==> config.mk <==
export PLATFORM = sky130hd
export DESIGN_NAME = debounced_updown_counter_flat
export DESIGN_NICKNAME = d
export VERILOG_FILES = /design/src/rtl/debounced_updown_counter_pkg.sv /design/src/rtl/debounced_updown_counter_if.sv /design/src/rtl/debounced_updown_counter_btn_debounce.sv /design/src/rtl/debounced_updown_counter.sv /design/src/flat_wrapper.sv
export SDC_FILE = /design/constraint.sdc
export NUM_CORES = 1
export LEC_CHECK = 0
export BUFFER_PORTS_ARGS = -buffer_cell sky130_fd_sc_hd__buf_4
export CORE_MARGIN = 2
export CORE_UTILIZATION = 50
export DETAILED_ROUTE_END_ITERATION = 12
export PLACE_DENSITY = 0.72
export SLEW_MARGIN = 10
export SYNTH_ARGS = -nofsm -noshare
export SYNTH_HDL_FRONTEND = slang
export SYNTH_SLANG_ARGS = --single-unit
==> constraint.sdc <==
create_clock -name clk -period 2 [get_ports clk]
set_clock_uncertainty 0.05 [all_clocks]
set_input_delay 0.4 -clock clk [delete_from_list [all_inputs] [get_ports clk]]
set_output_delay 0.4 -clock clk [all_outputs]
set_load 0.005 [all_outputs]
==> src/rtl/debounced_updown_counter_pkg.sv <==
// Shared constants and helpers for the debounced up/down counter.
package counter_pkg;

    localparam int DEF_WIDTH           = 4;
    localparam int DEF_SYNC_STAGES     = 2;
    localparam int DEF_DEBOUNCE_CYCLES = 4;

    localparam int CNT_WRAP = 0;
    localparam int CNT_SAT  = 1;

    // The debounce counter only ever reaches cycles-1; the extra bit keeps
    // a single-cycle debounce from collapsing to a zero-width vector.
    function automatic int dcnt_width(input int cycles);
        return $clog2(cycles) + 1;
    endfunction

    localparam int DEF_DCNT_W = dcnt_width(DEF_DEBOUNCE_CYCLES);

endpackage

==> src/rtl/debounced_updown_counter_if.sv <==
// Button inputs and counter outputs of the debounced up/down counter.
interface debounced_updown_counter_if
    import counter_pkg::*;
#(
    parameter int WIDTH = DEF_WIDTH
);

    logic             btn_up_n;
    logic             btn_dn_n;
    logic [WIDTH-1:0] count;
    logic             up_ev;
    logic             dn_ev;
    logic             wrap;

    modport master (
        output btn_up_n, btn_dn_n,
        input  count, up_ev, dn_ev, wrap
    );

    modport slave (
        input  btn_up_n, btn_dn_n,
        output count, up_ev, dn_ev, wrap
    );

endinterface

==> src/rtl/debounced_updown_counter_btn_debounce.sv <==
// One push button: synchroniser, debouncer and press-edge detector.
// The debounced state is stored at pin polarity, so 1 means released.
module btn_debounce
    import counter_pkg::*;
#(
    parameter int SYNC_STAGES     = DEF_SYNC_STAGES,
    parameter int DEBOUNCE_CYCLES = DEF_DEBOUNCE_CYCLES
)
(
    input  logic clk,
    input  logic rst,
    input  logic btn_n,
    output logic pressed,
    output logic press_ev
);

    localparam int            DW        = dcnt_width(DEBOUNCE_CYCLES);
    localparam logic [DW-1:0] DCNT_LAST = DW'(DEBOUNCE_CYCLES - 1);

    logic [SYNC_STAGES-1:0] sync_q;
    logic                   s;
    logic                   stable_q;
    logic                   stable_d1_q;
    logic [DW-1:0]          dcnt_q;

    assign s = sync_q[SYNC_STAGES-1];

    // Shift the raw pin through the synchroniser chain; reset looks released.
    always_ff @(posedge clk or posedge rst) begin
        if (rst) begin
            sync_q <= '1;
        end else begin
            sync_q <= {sync_q[SYNC_STAGES-2:0], btn_n};
        end
    end

    // Accept a new level only after it has differed from the stable one for
    // DEBOUNCE_CYCLES consecutive cycles; any agreement restarts the count.
    always_ff @(posedge clk or posedge rst) begin
        if (rst) begin
            stable_q <= 1'b1;
            dcnt_q   <= '0;
        end else if (s == stable_q) begin
            dcnt_q   <= '0;
        end else if (dcnt_q == DCNT_LAST) begin
            stable_q <= s;
            dcnt_q   <= '0;
        end else begin
            dcnt_q   <= dcnt_q + 1'b1;
        end
    end

    // Delayed copy of the stable level for press-edge detection.
    always_ff @(posedge clk or posedge rst) begin
        if (rst) begin
            stable_d1_q <= 1'b1;
        end else begin
            stable_d1_q <= stable_q;
        end
    end

    assign pressed  = ~stable_q;
    assign press_ev = ~stable_q & stable_d1_q;

endmodule

==> src/rtl/debounced_updown_counter.sv <==
// Up/down counter driven by two debounced active-low push buttons.
// Wraps or saturates at the limits depending on SATURATE.
module debounced_updown_counter
    import counter_pkg::*;
#(
    parameter int WIDTH           = DEF_WIDTH,
    parameter int SYNC_STAGES     = DEF_SYNC_STAGES,
    parameter int DEBOUNCE_CYCLES = DEF_DEBOUNCE_CYCLES,
    parameter int SATURATE        = CNT_WRAP
)
(
    input  logic                       clk,
    input  logic                       rst,
    debounced_updown_counter_if.slave  bus
);

    localparam logic [WIDTH-1:0] CNT_MAX = '1;

    logic             up_pressed;
    logic             up_press_ev;
    logic             dn_pressed;
    logic             dn_press_ev;
    logic             up_ev;
    logic             dn_ev;
    logic [WIDTH-1:0] count_q;
    logic [WIDTH-1:0] count_d;
    logic             wrap_q;
    logic             wrap_d;

    btn_debounce #(
        .SYNC_STAGES     (SYNC_STAGES),
        .DEBOUNCE_CYCLES (DEBOUNCE_CYCLES)
    ) u_up (
        .clk      (clk),
        .rst      (rst),
        .btn_n    (bus.btn_up_n),
        .pressed  (up_pressed),
        .press_ev (up_press_ev)
    );

    btn_debounce #(
        .SYNC_STAGES     (SYNC_STAGES),
        .DEBOUNCE_CYCLES (DEBOUNCE_CYCLES)
    ) u_dn (
        .clk      (clk),
        .rst      (rst),
        .btn_n    (bus.btn_dn_n),
        .pressed  (dn_pressed),
        .press_ev (dn_press_ev)
    );

    // A press edge always coincides with the debounced level being pressed.
    assign up_ev = up_press_ev & up_pressed;
    assign dn_ev = dn_press_ev & dn_pressed;

    // Next count: single events step by one, simultaneous events cancel,
    // and the limits either wrap (flagging it) or hold.
    always_comb begin
        count_d = count_q;
        wrap_d  = 1'b0;
        if (up_ev && !dn_ev) begin
            if (count_q == CNT_MAX) begin
                if (SATURATE == CNT_WRAP) begin
                    count_d = '0;
                    wrap_d  = 1'b1;
                end
            end else begin
                count_d = count_q + 1'b1;
            end
        end else if (dn_ev && !up_ev) begin
            if (count_q == '0) begin
                if (SATURATE == CNT_WRAP) begin
                    count_d = CNT_MAX;
                    wrap_d  = 1'b1;
                end
            end else begin
                count_d = count_q - 1'b1;
            end
        end
    end

    // Count register and the one-cycle wrap flag.
    always_ff @(posedge clk or posedge rst) begin
        if (rst) begin
            count_q <= '0;
            wrap_q  <= 1'b0;
        end else begin
            count_q <= count_d;
            wrap_q  <= wrap_d;
        end
    end

    assign bus.count = count_q;
    assign bus.up_ev = up_ev;
    assign bus.dn_ev = dn_ev;
    assign bus.wrap  = wrap_q;

endmodule

==> src/flat_wrapper.sv <==
// flat-port wrapper written by rule: the top's interface ports become plain ports
module debounced_updown_counter_flat import counter_pkg::*;
#(
    parameter int WIDTH           = DEF_WIDTH,
    parameter int SYNC_STAGES     = DEF_SYNC_STAGES,
    parameter int DEBOUNCE_CYCLES = DEF_DEBOUNCE_CYCLES,
    parameter int SATURATE        = CNT_WRAP
)
  (clk, rst, bus_btn_up_n, bus_btn_dn_n, bus_count, bus_up_ev, bus_dn_ev, bus_wrap);
  debounced_updown_counter_if #(.WIDTH(WIDTH)) bus_i ();
  input  logic clk;
  input  logic rst;
  input wire logic [$bits(bus_i.btn_up_n)-1:0] bus_btn_up_n;
  input wire logic [$bits(bus_i.btn_dn_n)-1:0] bus_btn_dn_n;
  output wire logic [$bits(bus_i.count)-1:0] bus_count;
  output wire logic [$bits(bus_i.up_ev)-1:0] bus_up_ev;
  output wire logic [$bits(bus_i.dn_ev)-1:0] bus_dn_ev;
  output wire logic [$bits(bus_i.wrap)-1:0] bus_wrap;
  assign bus_i.btn_up_n = bus_btn_up_n;
  assign bus_i.btn_dn_n = bus_btn_dn_n;
  assign bus_count = bus_i.count;
  assign bus_up_ev = bus_i.up_ev;
  assign bus_dn_ev = bus_i.dn_ev;
  assign bus_wrap = bus_i.wrap;
  debounced_updown_counter #(.WIDTH(WIDTH), .SYNC_STAGES(SYNC_STAGES), .DEBOUNCE_CYCLES(DEBOUNCE_CYCLES), .SATURATE(SATURATE)) u_core (.clk(clk), .rst(rst), .bus(bus_i));
endmodule
==> flow_summary.ini, run 1 <==
[timing]
final.min_clock_period_ns = 1.85
fin_ws_ns = 0.153
holdWs_ns = 0.145
max_slew_margin = 0.557
setup-tns-final_ns = 0
rsz0062_at_grt = false
finalSetupViolCount = 0
period_share = 0.924
hold_viol = 0
fmax_mhz = 541
finalMaxSlewViolations = 0
worst_pin_slew_ns = 0.664

[grt]
grt_pass1_wl_um = 2000
grt-ovfl-total = 0
grt_pass1_vias = 479
groute.layer.met2.usage = 0.217
grt_usage = 0.137
antenna_found_initial = 0
grt_use_met3 = 0.0238
grt_use_met1 = 0.171
top_usage_layer = met2
grt_start_max_net_pins = 20

[place]
pre_cts_ws_ns = 0.210
dpl_cell_area_sq_um = 946
routabilityCongestion = 0.839
hpwl_um = 922
place_inst = 101
io_buffers = 10

[final_layout]
nFillCells = 136
drive_gt1_frac = 0.284
design_area_sq_um = 973
final_cell_mix = buf_4, dfrtp_1, dfstp_2
layoutNonFillerInstCount = 105
fin_nets = 99
register_area_sq_um = 485
area_delta_synth_final_pct = 12.4
multi_input_area_sq_um = 330
diodes = 0
utilization = 0.583

[route]
routedWlPerCell_um = 12.2
drt_iter0_markers = 7
detail-route-antenna-nets = 0
vias = 560
drc = 0
wl_um = 1280
viasPerCell = 5.33
dr.pass1.iters = 4

[synth]
synth-seq-cells = 19
syn_area_per_cell_sq_um = 11.4
ys_seq_area_frac = 0.561
synth-edff-count = 0
syn-num-nets = 86
synth_cell_types = 25
synthArstFlopShare = 1.00
ys_warn_count = 0
syn-instance-count = 76
netlist_area_sq_um = 866
synth_ff_type = dfrtp_1

[job]
drv_cap = 0

[worst_setup_path]
r2r-start = u_core.u_up.stable_q
critPathLaunchType = flop
crit_start = u_core.u_up.stable_q
cp_max_fo = 8
path_class = flop to flop
end_kind = flop
cp.arrival_ns = 1.97
critPathRequiredTime_ns = 2.12

[outcome]
status = finished, final reports clean

[floorplan]
die-area_sq_um = 2080
num_rows = 15
die_w_um = 45.6
coreArea_sq_um = 1670
die_y_um = 45.6
io_pins = 11
start_util = 0.518

[clock_network]
cts_hold_buf = 0
post_cts_buffers = 0
cts_tree = yes
clock_latency_ns = 0.29
cts_max_path_buffers = 2
numCtsBuffers = 3
root_buffer = clkbuf_4
post_cts_resize_count = 0
cts.sinks = 19
cts.clk_slew.worst_paths_ns = 0.11
cts_max_level = 1

[pwr]
pwr-share-comb = 0.408
swShare = 0.370
p_clk_frac = 0.133
leakagePower_nw = 0.474
fin_total_pwr_mw = 1.45
power_density_nw_per_um2 = 1490
p_sw_uw = 538
intPower_uw = 917
p_seq_frac = 0.459
ir_drop_mv = 0.749

[worst_hold_path]
hold_class = input port to async pin
==> state kept, by name (all words and copies together), names as in the netlist <==
signal                   count
u_core.bus.count             4
u_core.u_up.dcnt_q           3
u_core.u_up.stable_d1_q      1
u_core.u_up.sync_q           2
u_core.u_dn.stable_d1_q      1
u_core.u_up.stable_q         1
u_core.u_dn.sync_q           2
u_core.u_dn.dcnt_q           3
u_core.u_dn.stable_q         1
u_core.bus.wrap              1
==> worst paths after layout <==
kind                                         endpoint  slack [ns]  cells after the start
min in group clk                u_core.u_up.sync_q[0]        0.15                      1
max in group asynchronous         u_core.bus.count[3]        1.33                      2
worst min-delay path            u_core.u_up.dcnt_q[1]        0.14                      2
worst max register to register    u_core.bus.count[3]        0.15                      7
worst min register to register  u_core.u_up.sync_q[1]        0.31                      0
worst max-delay path              u_core.bus.count[3]        0.15                      7
==> cells by family (layout without fill, tap and decap cells) <==
| kind of cell | count (synthesis) | after routing | synth area share |
|---|---|---|---|
| XOR/XNOR | 4 | 4 | 0.0405 |
| AND/OR/NAND/NOR | 25 | 25 | 0.159 |
| adder cells (fa/ha/maj) | 6 | 6 | 0.0867 |
| multiplexers | 2 | 2 | 0.0260 |
| buffers and inverters | 10 | 22 | 0.0578 |
| AO/OA/AOI/OAI | 10 | 10 | 0.0694 |
| flip-flops | 19 | 19 | 0.561 |
==> layout make-up <==
cell class,count,share of cell area
sequential,19,0.499
multi-input combinational,47,0.339
timing repair buffer,11,0.0848
inverter,7,0.0270
clock buffer,3,0.0231
tap,17,0.0219
clock inverter,1,0.00514
==> critical path, cell delays in order (launching register included) <==
cell and delay [ns]:
dfstp_2 0.57, nand2b_1 0.13, inv_1 0.06, ha_1 0.37
inv_1 0.09, o211ai_1 0.09, a211oi_1 0.27, a221oi_1 0.09
==> routing by layer <==
metal  up-vias  wire length [um]
met4         0                10
met5         -                 0
met2        12               627
met3         2                56
li1        280                 -
met1       266               586
==> power groups by stage <==
| stage | sequential [mW] | clock [mW] | combinational [mW] |
|---|---|---|---|
| global route | 0.693 | 0.206 | 0.678 |
| CTS | 0.669 | 0.195 | 0.598 |
| global placement | 0.668 | 0 | 0.583 |
| detailed placement | 0.677 | 0 | 0.592 |
| floorplan | 0.638 | 0 | 0.469 |
| finish | 0.668 | 0.194 | 0.593 |
==> Yosys cell counts (2+ instances only) <==
library cell,count,share of area
dfrtp_1,11,0.32
nand3_1,2,0.012
o21ai_0,2,0.012
a21oi_1,4,0.023
nor2b_1,3,0.022
nor2_1,5,0.022
xor2_1,2,0.020
nand2b_1,2,0.014
xnor2_1,2,0.020
ha_1,6,0.087
nor3_1,5,0.029
dfstp_2,8,0.24
nand2_1,2,0.0087
inv_1,7,0.030
mux2_2,2,0.026
nor3b_1,4,0.035
Note: power is estimated with default switching activity, not from simulation.
==> run 2: changes to the inputs <==
--- a/config.mk
+++ b/config.mk
@@ -8,9 +8,10 @@
 export BUFFER_PORTS_ARGS = -buffer_cell sky130_fd_sc_hd__buf_4
 export CORE_MARGIN = 2
-export CORE_UTILIZATION = 50
+export CORE_UTILIZATION = 54
 export DETAILED_ROUTE_END_ITERATION = 12
-export PLACE_DENSITY = 0.72
+export PLACE_DENSITY = 0.77
 export SLEW_MARGIN = 10
 export SYNTH_ARGS = -nofsm -noshare
 export SYNTH_HDL_FRONTEND = slang
+export SYNTH_HIERARCHICAL = 1
 export SYNTH_SLANG_ARGS = --single-unit
==> constraint.sdc (replaced) <==
create_clock -name clk -period 2 [get_ports clk]
set_clock_uncertainty 0.05 [all_clocks]
set_input_delay 0 -clock clk [delete_from_list [all_inputs] [get_ports clk]]
set_output_delay 0 -clock clk [all_outputs]
set_load 0.005 [all_outputs]
==> run 2 against run 1 <==
Final cell count rose by 3.8%. Area after synthesis is 2.7% higher. First-iteration DRC count increased by 14%. Wire length rose by 8.2%. Count of clock-buffer cells in the layout unchanged. Synthesized cell count did not move. Critical endpoint is now u_core/bus.count[3]. Largest power group unchanged.
==> flow_summary.ini, run 2 <==
[outcome]
status = finished, final reports clean

[worst_setup_path]
r2r_slack_ns = 0.13
cpMaxStageDelayCell = dfstp_2
cp_max_fo = 8
end_kind = flop
critPathRequiredTime_ns = 2.12
max_stage_delay_ns = 0.58
cp_num_buf_inv = 1
crit_family = flip-flops
worstPathCellList = and2b_2 -> nand2_1 -> inv_1 -> ha_1 -> nor2_1 -> o21ai_0 -> o221ai_1
critPathLaunchType = flop
cp.arrival_ns = 1.99
path_class = flop to flop

[timing]
rsz0062_at_grt = false
worst_pin_slew_ns = 0.330
max_slew_margin = 0.778
fin_ws_ns = 0.133
finalMaxSlewViolations = 0
period_share = 0.933
setup-tns-final_ns = 0
finalSetupViolCount = 0
hold_viol = 0
final.min_clock_period_ns = 1.87
fmax_mhz = 536

[route]
routedWlPerCell_um = 12.7
viasPerCell = 5.41
vias = 590
drc = 0
wl_um = 1390
dr.pass1.iters = 4
drt_iter0_markers = 8
detail-route-antenna-nets = 0

[place]
pre_cts_ws_ns = 0.0802
hpwl_um = 1060
io_buffers = 10
routabilityCongestion = 0.840

[synth]
syn-instance-count = 76
synth_ff_type = dfrtp_1
synth_top_area_share = 0.309
synth_area_leaders = dfrtp_1, dfstp_2, ha_1, inv_1, nor2b_4
synth_area_leader_cell = dfrtp_1
syn_area_per_cell_sq_um = 11.7
syn-num-nets = 86
ys_seq_area_frac = 0.546
synthArstFlopShare = 1.00
yosys.cell_count.top_type = dfrtp_1
netlist_area_sq_um = 890
synth_cell_types = 26
synth-edff-count = 0
synth-seq-cells = 19
synth_common_cells = dfrtp_1, inv_1, dfstp_2
ys_warn_count = 6

[final_layout]
diodes = 0
final_cell_mix = dfrtp_1, buf_4, inv_1
largest_register_ffs = 4
fin_nets = 104
final_common_cell = dfrtp_1
area_delta_synth_final_pct = 18.0
utilization = 0.689
drive_gt1_frac = 0.355

[clock_network]
cts_tree = yes
root_buffer = clkbuf_4
cts_max_path_buffers = 2
cts_max_level = 1
numCtsBuffers = 3
cts.clk_slew.worst_paths_ns = 0.11
cts.sinks = 19
clock_latency_ns = 0.29

[grt]
grt_pass1_wl_um = 2190
grt_start_max_net_pins = 12
grt_pass1_vias = 519
grt-ovfl-total = 0
grt_usage = 0.157
antenna_found_initial = 0

[floorplan]
die-area_sq_um = 1990
die_y_um = 44.6
num_rows = 14
die_w_um = 44.6
coreArea_sq_um = 1520
start_util = 0.584
io_pins = 11

[job]
drv_cap = 0

[worst_hold_path]
hold_class = input port to async pin

[pwr]
leakagePower_nw = 0.501
fin_total_pwr_mw = 1.46
ir_drop_mv = 0.934
power_density_nw_per_um2 = 1400
run 2: what timing repair did:
item                                    CTS  global route
buffers inserted                          0             0
hold buffers                              3             0
endpoints found under the hold margin    21             0
endpoints found under the setup margin    0             3
resized for setup                         0             2
run 2: routing by layer:
metal,part of all wire,up-vias,track usage
li1,-,290,-
met1,0.45,282,0.197
met2,0.49,15,0.255
met3,0.040,3,0.0367
met4,0.015,0,0.0727
met5,0,-,0
run 2: final cells by class:
cell class                      instances  area [sq um]
Sequential cell                        19           485
Fill cell                             114           474
Multi-Input combinational cell         46           370
Timing Repair Buffer                   13           105
Inverter                               11          41.3
Clock buffer                            3          22.5
Tap cell                               16          20.0
Clock inverter                          1          5.00
run 2: cells by family after synthesis:
group	synth area share
AND/OR/NAND/NOR	0.173
flip-flops	0.546
AO/OA/AOI/OAI	0.0858
buffers and inverters	0.0464
adder cells (fa/ha/maj)	0.0844
XOR/XNOR	0.0394
multiplexers	0.0253
run 2: tightest hold or removal path, delay by kind of cell:
| kind | cells | cell delay [ns] |
|---|---|---|
| buffers and inverters | 3 | 0.84 |
run 2: metrics by stage:
step | instances | hold slack (ns) | area [sq um]
global placement | 102 | -0.108 | 985
finish | 109 | 0.123 | 1050
global route | 109 | 0.137 | 1050
CTS | 109 | 0.134 | 1040
floorplan | 76 | -0.271 | 890
detailed placement | 102 | -0.0972 | 985
run 2: final timing paths:
path,from,endpoint,depth (start not counted)
max in group asynchronous,rst,u_core/u_dn/sync_q[1],3
hold / removal,rst,u_core/bus.count[1],3
setup reg to reg,u_core/u_dn/stable_q,u_core/bus.count[3],7
setup / recovery,u_core/u_dn/stable_q,u_core/bus.count[3],7
hold reg to reg,u_core/u_dn/sync_q[0],u_core/u_dn/sync_q[1],0
min in group clk,bus_btn_dn_n,u_core/u_dn/sync_q[0],2
run 2: report_power, final:
part,internal (mW),leakage [nW],switching (mW)
registers,0.534,0.223,0.113
clock network,0.0744,0.0177,0.114
logic,0.326,0.260,0.304
total,0.934,0.501,0.531
